**src/rtl/sar_search_ctrl.sv**
```systemverilog
// rtl/sar_search_ctrl.sv - successive-approximation search controller driving an external comparator
// Optional probe counter output enabled by defining SAR_SEARCH_PROBE_CNT_EN.
module sar_search_ctrl #(
    parameter int WIDTH = 4
) (
    input  logic             clk,
    input  logic             rst,
    input  logic             start,
    output logic [WIDTH-1:0] cmp_a,
    input  logic             cmp_gt,
    input  logic             cmp_lt,
    input  logic             cmp_eq,
    output logic             busy,
    output logic             done,
    output logic             found,
    output logic             err,
    output logic [WIDTH-1:0] result
`ifdef SAR_SEARCH_PROBE_CNT_EN
    ,
    output logic [$clog2(WIDTH+2)-1:0] probe_cnt
`endif
);

    typedef enum logic [1:0] {IDLE, PROBE, DONE} state_t;

    state_t           state, state_n;
    logic [WIDTH-1:0] cmp_a_n, result_n;
    logic [WIDTH:0]   lo, hi, lo_n, hi_n;
    logic             found_n, err_n;
    logic             one_hot;

    assign busy    = (state == PROBE);
    assign done    = (state == DONE);
    assign one_hot = ({cmp_gt, cmp_lt, cmp_eq} == 3'b100) ||
                     ({cmp_gt, cmp_lt, cmp_eq} == 3'b010) ||
                     ({cmp_gt, cmp_lt, cmp_eq} == 3'b001);

    always_comb begin
        state_n  = state;
        cmp_a_n  = cmp_a;
        lo_n     = lo;
        hi_n     = hi;
        result_n = result;
        found_n  = found;
        err_n    = err;
        case (state)
            IDLE: begin
                if (start) begin
                    lo_n     = '0;
                    hi_n     = {1'b0, {WIDTH{1'b1}}};
                    cmp_a_n  = {1'b0, {(WIDTH-1){1'b1}}};
                    found_n  = 1'b0;
                    err_n    = 1'b0;
                    result_n = '0;
                    state_n  = PROBE;
                end
            end
            PROBE: begin
                if (!one_hot) begin
                    err_n    = 1'b1;
                    found_n  = 1'b0;
                    result_n = cmp_a;
                    state_n  = DONE;
                end else if (cmp_eq) begin
                    found_n  = 1'b1;
                    result_n = cmp_a;
                    state_n  = DONE;
                end else begin
                    if (cmp_gt)
                        hi_n = {1'b0, cmp_a} - (WIDTH+1)'(1);
                    else
                        lo_n = {1'b0, cmp_a} + (WIDTH+1)'(1);
                    // lo never goes negative, hi may reach -1: extend each accordingly
                    if ($signed({1'b0, lo_n}) > $signed({hi_n[WIDTH], hi_n})) begin
                        found_n  = 1'b0;
                        result_n = cmp_a;
                        state_n  = DONE;
                    end else begin
                        cmp_a_n = WIDTH'((lo_n + hi_n) >> 1);
                    end
                end
            end
            DONE: state_n = IDLE;
            default: state_n = IDLE;
        endcase
    end

    always_ff @(posedge clk) begin
        if (rst) begin
            state  <= IDLE;
            cmp_a  <= '0;
            lo     <= '0;
            hi     <= '0;
            result <= '0;
            found  <= 1'b0;
            err    <= 1'b0;
        end else begin
            state  <= state_n;
            cmp_a  <= cmp_a_n;
            lo     <= lo_n;
            hi     <= hi_n;
            result <= result_n;
            found  <= found_n;
            err    <= err_n;
        end
    end

`ifdef SAR_SEARCH_PROBE_CNT_EN
    localparam int PCW = $clog2(WIDTH+2);

    always_ff @(posedge clk) begin
        if (rst)
            probe_cnt <= '0;
        else if (state == IDLE && start)
            probe_cnt <= '0;
        else if (state == PROBE)
            probe_cnt <= probe_cnt + PCW'(1);
    end
`endif

endmodule

```
**config.mk**
```make
export PLATFORM = sky130hd
export DESIGN_NAME = sar_search_ctrl
export DESIGN_NICKNAME = d
export VERILOG_FILES = /design/src/rtl/sar_search_ctrl.sv
export SDC_FILE = /design/constraint.sdc
export NUM_CORES = 1
export LEC_CHECK = 0
export CORE_ASPECT_RATIO = 0.8
export CORE_MARGIN = 4
export CORE_UTILIZATION = 50
export CTS_BUF_LIST = sky130_fd_sc_hd__clkbuf_8 sky130_fd_sc_hd__clkbuf_16
export CTS_CLUSTER_DIAMETER = 60
export CTS_CLUSTER_SIZE = 14
export DETAILED_ROUTE_END_ITERATION = 16
export PLACE_DENSITY = 0.78
export SYNTH_ARGS = -nofsm -noshare
export SYNTH_HDL_FRONTEND = slang
export SYNTH_SLANG_ARGS = --single-unit
```
**constraint.sdc**
```tcl
create_clock -name clk -period 2.86 [get_ports clk]
set_clock_uncertainty 0.2 [all_clocks]
set_input_delay 0.286 -clock clk [delete_from_list [all_inputs] [get_ports clk]]
set_output_delay 0.286 -clock clk [all_outputs]
set_load 0.01 [all_outputs]
```
-- Yosys cells after proc, flatten, opt, wreduce, memory -nomap -nowiden
Cells that the tools add are included.
- register bits: 22
- output and inout port bits: 12
- logic and storage cells: 69
- add/subtract/negate cells: 3
- $lt $le $gt $ge: 1
- equal/unequal tests: 11
- muxes and demuxes: 38
- reductions and logical operators: 9
- operator list (operator ; number):
    $mux 5 ; 14
    $mux 4 ; 8
    $pmux 5 s2 ; 2
    $pmux 4 s2 ; 2
    $mux 2 ; 4
    $ne 2x2->1 const B ; 4
    $gt 6x5->1 ; 1
    $reduce_and 3->1 ; 2
    $add 4x1->5 const B ; 1
    $add 5x5->5 ; 1
    $mux 1 ; 5
    $reduce_and 5->1 ; 1
    $sub 4x1->5 const B ; 1
    $ne 4x3->1 const B ; 1
    $pmux 1 s2 ; 2
    $pmux 2 s2 ; 1
    $reduce_and 4->1 ; 1
    $eq 3x1->1 const B ; 1
    $eq 3x2->1 const B ; 1
    $eq 3x3->1 const B ; 1
    $eq 2x1->1 const B ; 1
    $eq 2x2->1 const B ; 1
    $logic_not 2->1 ; 1
    $logic_or 1x1->1 ; 2
    other kinds (3) ; 3

-- Logic depth before layout (Yosys ltp)
Gate-level depths: netlist of run 1.
- word-level depth: 10
- gate-level depth with buffers: 12
- gate-level depth less buffers: 11

-- Least setup slack after synthesis of run 1
OpenSTA, ideal clock, no wires.
- path kind: reg2reg
- start point: reg cmp_a[0]
- end point: reg cmp_a[0]
- setup time: 72 ps
- arrival: 2619 ps
- required time: 2588 ps
- path slack: -31 ps
- stages on the path, launching flop included: 12
- cell sequence: dfxtp_1 -> inv_1 -> ha_1 -> and4bb_1 -> or2_4 -> inv_4 -> ha_1 -> nor3b_2 -> nor3b_2 -> a211oi_2 -> nor3_4 -> mux2i_1
- longest elaborated chain between the ends: 10
- elaborated cells on any way between the ends: 18
- classes of those cells: add/sub: 3; order compare: 1; eq/ne: 1; mux: 12; reduce/logical: 1
- RTL lines (what ; line ; RTL):
    from (decl) ; 9 ; output logic [WIDTH-1:0] cmp_a,
    from (signal assigned) ; 99 ; cmp_a <= cmp_a_n;
    $add 4x1->5 / $sub 4x1->5 (equally long branches) ; 72, 70 ;
    $mux 5 ; 69 ; if (cmp_gt)
    $mux 5 ; 64 ; end else if (cmp_eq) begin
    $mux 5 ; 59 ; if (!one_hot) begin
    $mux 5 ; 46 ; case (state)
    $add 5x5->5 ; 79 ; cmp_a_n = WIDTH'((lo_n + hi_n) >> 1);
    $mux 4 ; 74 ; if ($signed({1'b0, lo_n}) > $signed({hi_n[WIDTH], hi_n})) begin
    $mux 4 ; 64 ;
    $mux 4 ; 59 ;
    $pmux 4 s2 ; 46 ;
Several ways; a longest one is shown, not always the timed one. The select of a mux whose other input is x is not followed.
A chain may end at the register's enable or synchronous reset.

-- Final worst setup path of run 1
Same ends and word-level chain as after synthesis.

==> impl_metrics.yaml, run 1 <==
placement:
  gp_congestion: 0.848
  hpwlAfterDp_mm: 2.88
  port_buffers: 17
  pre_cts_ws_ps: -236
  postPlaceCellArea_um2: 1820
synthesis:
  synth_nets: 198
  syn_area_per_cell_um2: 8.23
  ys_ff_latch: 22
  synth_top_family_by_area: "simple AND/OR/NAND/NOR gates"
  muxShareOfSynthArea_pct: 3.40
  synthXorXnorAreaFrac_pct: 3.57
  synthSimpleGateAreaFrac_pct: 26.6
  synth_cells: 179
  yosysWarnings: 0
  yosys_most_used_dff: "dfxtp_1"
  ys_types: 43
  synth_top_area_share_pct: 29.9
  ys_top_cells_by_area: "dfxtp_1, ha_1, a21oi_1"
  synth-compound-area-share_pct: 18.3
  syn_area_um2: 1470
  synth_top_area_cell: "dfxtp_1"
  synthAdderAreaFrac_pct: 11.5
  synth_edf_count: 0
  yosysSeqAreaShare_pct: 29.9
  synth-async-reset-ratio_pct: 0
clock_tree:
  cts_sinks: 22
  cts_buffers: 3
  cts_tree: "yes"
  cts_buffer_depth: 2
  insertion_delay_ps: 270
  hold_buffers: 0
  h-tree-depth: 1
  clkSlewWorstSetupHoldPaths_ps: 80
  root_buffer: "clkbuf_8"
global_route:
  grt_max_degree: 24
  grt_pass1_wl_mm: 6.11
  grt_pass1_vias: 1352
  track_usage_pct: 21.0
  overflow: 0
  grt_antenna_before_repair: 0
critical_path:
  startpoint_type: "register"
  cpMaxStageDelayCell: "dfxtp_4"
  crit_chain: "ha_2, xnor2_1, o21ai_1, ha_2, nor3b_4, nor3b_4, buf_6, nor4_4, nor3_4, buf_12, mux2i_1"
  critical_path_arrival_ps: 2760
  crit_path_end: "cmp_a[0]"
  critical_path_class: "register to register"
  regToRegSetupSlack_ps: 90
  end_kind: "register"
  r2r-end: "cmp_a[0]"
  reg2reg_depth: 11
  cpPeakStageDelay_ps: 380
  crit_required_ps: 2850
  critPathLaunch: "cmp_a[0]"
  crit_path_max_fanout: 8
  rr_startpoint: "cmp_a[0]"
detailed_routing:
  ant_nets: 0
  drc: 0
  via_count: 1488
  routedWlPerCell_um: 16.6
  drt_iter0_drc: 108
  finalWirelength_mm: 4.25
  viasPerCell: 5.81
  first_pass_iters: 4
sta:
  post-route-period-util_pct: 96.9
  fin_crit_ps: 2770
  fmax_mhz: 361
  finalSetupViolCount: 0
  setup_slack_ps: 89.4
  slew_headroom_pct: 39.8
  grt_setup_unrepaired: "yes"
  slew_viol_final: 0
  hold_viol: 0
  tightest_slew_ps: 899
outcome:
  status: "finished, final reports clean"
die:
  ios: 18
  die-area_um2: 3890
  core_um2: 2790
  die_h_um: 56.6
  rows: 17
  initial_core_util_pct: 52.9
  fp.dieW_um: 68.7
final_layout:
  post-route-util_pct: 73.7
  postLayoutCellArea_um2: 2050
  drive_above_1_share_pct: 25.7
  layout_common_cells: "dfxtp_1, buf_4, clkdlybuf4s50_1"
  antenna_cells: 0
  nNetsFinal: 238
  synthToLayoutAreaGrowth_pct: 39.3
power:
  powerDensity_nw_per_um2: 455
  p_leak_nw: 0.832
  ir_drop_uv: 303
  total_power_w: 0.000933
worst_hold_path:
  hp-class: "register to register"
job:
  maxCapViolCount: 0
[cells in the mapped netlist, types with 2 or more instances]
| cell type | number |
|---|---|
| inv_1 | 17 |
| o32ai_1 | 4 |
| dfxtp_1 | 22 |
| nand2b_1 | 3 |
| o21ai_0 | 10 |
| o21a_1 | 3 |
| xnor2_1 | 3 |
| nor3_1 | 8 |
| clkbuf_1 | 5 |
| nor2_1 | 15 |
| xor2_1 | 3 |
| mux2i_1 | 5 |
| nor2b_1 | 2 |
| nor4_4 | 2 |
| a21oi_1 | 13 |
| a22oi_1 | 2 |
| nand2_1 | 11 |
| or2_2 | 2 |
| ha_1 | 12 |
| a311oi_1 | 2 |
| nor3b_2 | 2 |
| nand3_1 | 12 |
[sequential cells by signal, indices dropped and copies added, names as in the netlist]
signal and cells:
lo 5, err 1, result 4, found 1
hi 5, state 2, cmp_a 4
[cell families after synthesis]
group,after synthesis
compound gates,42
buf+inv,25
mux,5
simple gates,66
xor+xnor,6
fa+ha+maj,13
flops,22
[per-layer routing]
layer	part of all wire, %	wire [um]	GRT usage, %	vias up
met4	1.6	69	7.22	0
li1	-	-	-	709
met2	49	2100	35.5	66
met1	40	1700	25.4	705
met3	8.9	378	5.00	8
met5	0	0	0	-
[worst max-delay path: cells and delay by family, from the launching register on]
family | cells | cell delay (ps)
buf+inv | 2 | 300
flops | 1 | 380
fa+ha+maj | 2 | 550
xor+xnor | 1 | 120
simple gates | 4 | 760
compound gates | 1 | 210
mux | 1 | 180
[metrics by stage]
step	cells	setup TNS, ps	hold WS (ps)
4_1_cts	249	-4.97	267
6_report	256	0	264
5_1_grt	256	-353	296
3_5_place_dp	244	-1950	255
2_1_floorplan	179	0	232
3_3_place_gp	244	-1330	244
[final cells by class]
type	instances	area [um2]
timing repair buffer	42	424
tap	38	47.5
fill	208	733
clock buffer	4	55.1
multi-input combinational	132	1010
inverter	18	70.1
sequential	22	448
[what timing repair did]
item / 4_1_cts / 5_1_grt
buffers inserted: 1 / 5
endpoints found under the setup margin: 6 / 11
resized for setup: 2 / 23
pin swaps: 0 / 5
gates cloned: 0 / 2
[where the power goes]
part	leakage, nW	total [W]	switching [W]	internal, W
Clock	0.0288	0.000226	0.000103	0.000123
Sequential	0.181	0.000341	0.0000173	0.000324
Combinational	0.623	0.000366	0.000187	0.000179
Total	0.832	0.000933	0.000307	0.000626
[worst min path at each step]
stage / start / end / slack, ps / cells past startpoint
global placement: lo[2] / lo[2] / 240 / 2
detailed placement: lo[4] / lo[4] / 250 / 2
floorplan: lo[2] / lo[2] / 230 / 2
global route: lo[2] / lo[2] / 300 / 2
CTS: lo[4] / lo[4] / 270 / 2
finish: lo[4] / lo[4] / 260 / 2
Note: power is estimated with default switching activity, not from simulation.
==> run 2: changes to the inputs <==
--- a/config.mk
+++ b/config.mk
@@ -6,13 +6,14 @@
 export NUM_CORES = 1
 export LEC_CHECK = 0
 export CORE_ASPECT_RATIO = 0.8
-export CORE_MARGIN = 4
+export CORE_MARGIN = 2
 export CORE_UTILIZATION = 50
 export CTS_BUF_LIST = sky130_fd_sc_hd__clkbuf_8 sky130_fd_sc_hd__clkbuf_16
 export CTS_CLUSTER_DIAMETER = 60
 export CTS_CLUSTER_SIZE = 14
 export DETAILED_ROUTE_END_ITERATION = 16
-export PLACE_DENSITY = 0.78
+export PLACE_DENSITY = 0.8
+export SETUP_SLACK_MARGIN = 0.2
 export SYNTH_ARGS = -nofsm -noshare
 export SYNTH_HDL_FRONTEND = slang
 export SYNTH_SLANG_ARGS = --single-unit
==> run 2 against run 1 <==
Via count rose by 3.1%; cell area rose by 4.0%; setup slack got worse by 49 ps; critical path type unchanged; clock-buffer cell count did not move; first-iteration DRC count rose by 31%; largest cell class unchanged.
==> impl_metrics.yaml, run 2 (synthesis gave the netlist of run 1 again) <==
clock_tree:
  clkSlewWorstSetupHoldPaths_ps: 90
  h-tree-depth: 1
  root_buffer: "clkbuf_8"
  cts_tree: "yes"
  cts_buffers: 3
  cts_sinks: 22
  insertion_delay_ps: 270
  hold_buffers: 0
  cts_buffer_depth: 2
detailed_routing:
  routedWlPerCell_um: 17.0
  drc: 0
  ant_nets: 0
  finalWirelength_mm: 4.49
  viasPerCell: 5.81
  via_count: 1534
  first_pass_iters: 4
  drt_iter0_drc: 141
final_layout:
  layout_common_cells: "buf_4, dfxtp_1, clkdlybuf4s50_1"
  nNetsFinal: 246
  postLayoutCellArea_um2: 2130
  fill_cells: 174
  stdcell_count: 264
  synthToLayoutAreaGrowth_pct: 44.8
  drive_above_1_share_pct: 29.2
  antenna_cells: 0
  reg_top3: "hi: 5 flops, lo: 5 flops"
  layout_commonest_cell: "buf_4"
critical_path:
  crit_required_ps: 2810
  critical_path_arrival_ps: 2770
  end_kind: "register"
  cpPeakStageDelay_ps: 400
  crit_path_max_fanout: 6
  crit_buf_inv: 3
  startpoint_type: "register"
  crit_family: "simple AND/OR/NAND/NOR gates"
  critical_path_class: "register to register"
  crit_chain: "inv_2, ha_4, and4bb_1, or2_4, inv_4, ha_4, nor3b_4, nor3b_4, buf_4, a211o_1, nor3_2, o32ai_1"
  cpMaxStageDelayCell: "dfxtp_4"
sta:
  post-route-period-util_pct: 98.6
  setup_slack_ps: 40.0
  grt_setup_unrepaired: "yes"
  finalSetupViolCount: 0
  tightest_slew_ps: 678
  slew_headroom_pct: 54.6
  fmax_mhz: 355
  slew_viol_final: 0
  fin_crit_ps: 2820
  holdWs_ps: 260
  hold_viol: 0
die:
  ios: 18
  initial_core_util_pct: 52.9
  die-area_um2: 3400
  die_h_um: 52.6
  fp.dieW_um: 64.7
  core_um2: 2790
  rows: 17
power:
  ir_drop_uv: 305
  total_power_w: 0.00100
  powerDensity_nw_per_um2: 468
  p_leak_nw: 0.863
placement:
  dp.cells: 249
  gp_congestion: 0.871
  hpwlAfterDp_mm: 2.99
  port_buffers: 17
  pre_cts_ws_ps: -229
  postPlaceCellArea_um2: 1900
worst_hold_path:
  hp-class: "register to register"
global_route:
  grt_pass1_vias: 1550
  overflow: 0
  grt_antenna_before_repair: 0
  track_usage_pct: 29.1
  grt_max_degree: 21
  grt_pass1_wl_mm: 7.29
outcome:
  status: "finished, final reports clean"
job:
  maxCapViolCount: 0
## run 2: cell count changes in the layout (fill, tap and decap cells not counted), sizes merged
| cell | change |
|---|---|
| dlygate4sd2 | +1 |
| buf | +10 |
| dlymetal6s2s | -1 |
| clkbuf | -2 |
## run 2: through the flow
stage          setup TNS, ps  util [%]
4_1_cts                    0      74.5
3_3_place_gp            -915      68.3
5_1_grt                 -242      76.6
2_1_floorplan              0         -
6_report                   0      76.6
3_5_place_dp           -1720      68.3
## run 2: final cells by class
cell class	instances	area, um2	area share (%)
tap	38	47.5	2.23
clock buffer	4	66.3	3.11
timing repair buffer	50	465	21.8
multi-input combinational	132	1030	48.4
sequential	22	449	21.0
inverter	18	72.6	3.40
## run 2: final timing paths
check                              start        end  slack (ps)  depth (start not counted)
worst max-delay path            cmp_a[0]  result[0]          40                         12
worst min-delay path               lo[4]      lo[4]         260                          2
worst max register to register  cmp_a[0]  result[0]          40                         12
worst min register to register     lo[4]      lo[4]         260                          2
## run 2: timing repair
action / 4_1_cts / 5_1_grt
setup buffers: 8 / 2
cloned: 1 / 0
pin swaps: 8 / 7
setup endpoints to repair: 11 / 11
gates resized for setup: 9 / 9
## run 2: worst reg2reg max path, cell delays in order (launching register included)
cell and delay, ps:
dfxtp_4 400, inv_2 50, ha_4 150, and4bb_1 180
or2_4 240, inv_4 70, ha_4 130, nor3b_4 230
nor3b_4 330, buf_4 170, a211o_1 150, nor3_2 70
o32ai_1 350
## run 2: per-layer routing
metal	GRT usage, %	vias to the layer above	wire (um)	part of all wire, %
met3	4.73	16	286	6.4
met4	13.8	0	152	3.4
li1	-	732	-	-
met5	0	-	0	0
met1	34.9	721	1820	41
met2	51.2	65	2220	50
## run 2: power breakdown
part	internal, W	total (W)	leakage (nW)	switching [W]
clock network	0.000152	0.000259	0.0339	0.000107
registers	0.000324	0.000344	0.181	0.0000195
logic	0.000196	0.000397	0.648	0.000201
total	0.000672	0.00100	0.863	0.000327
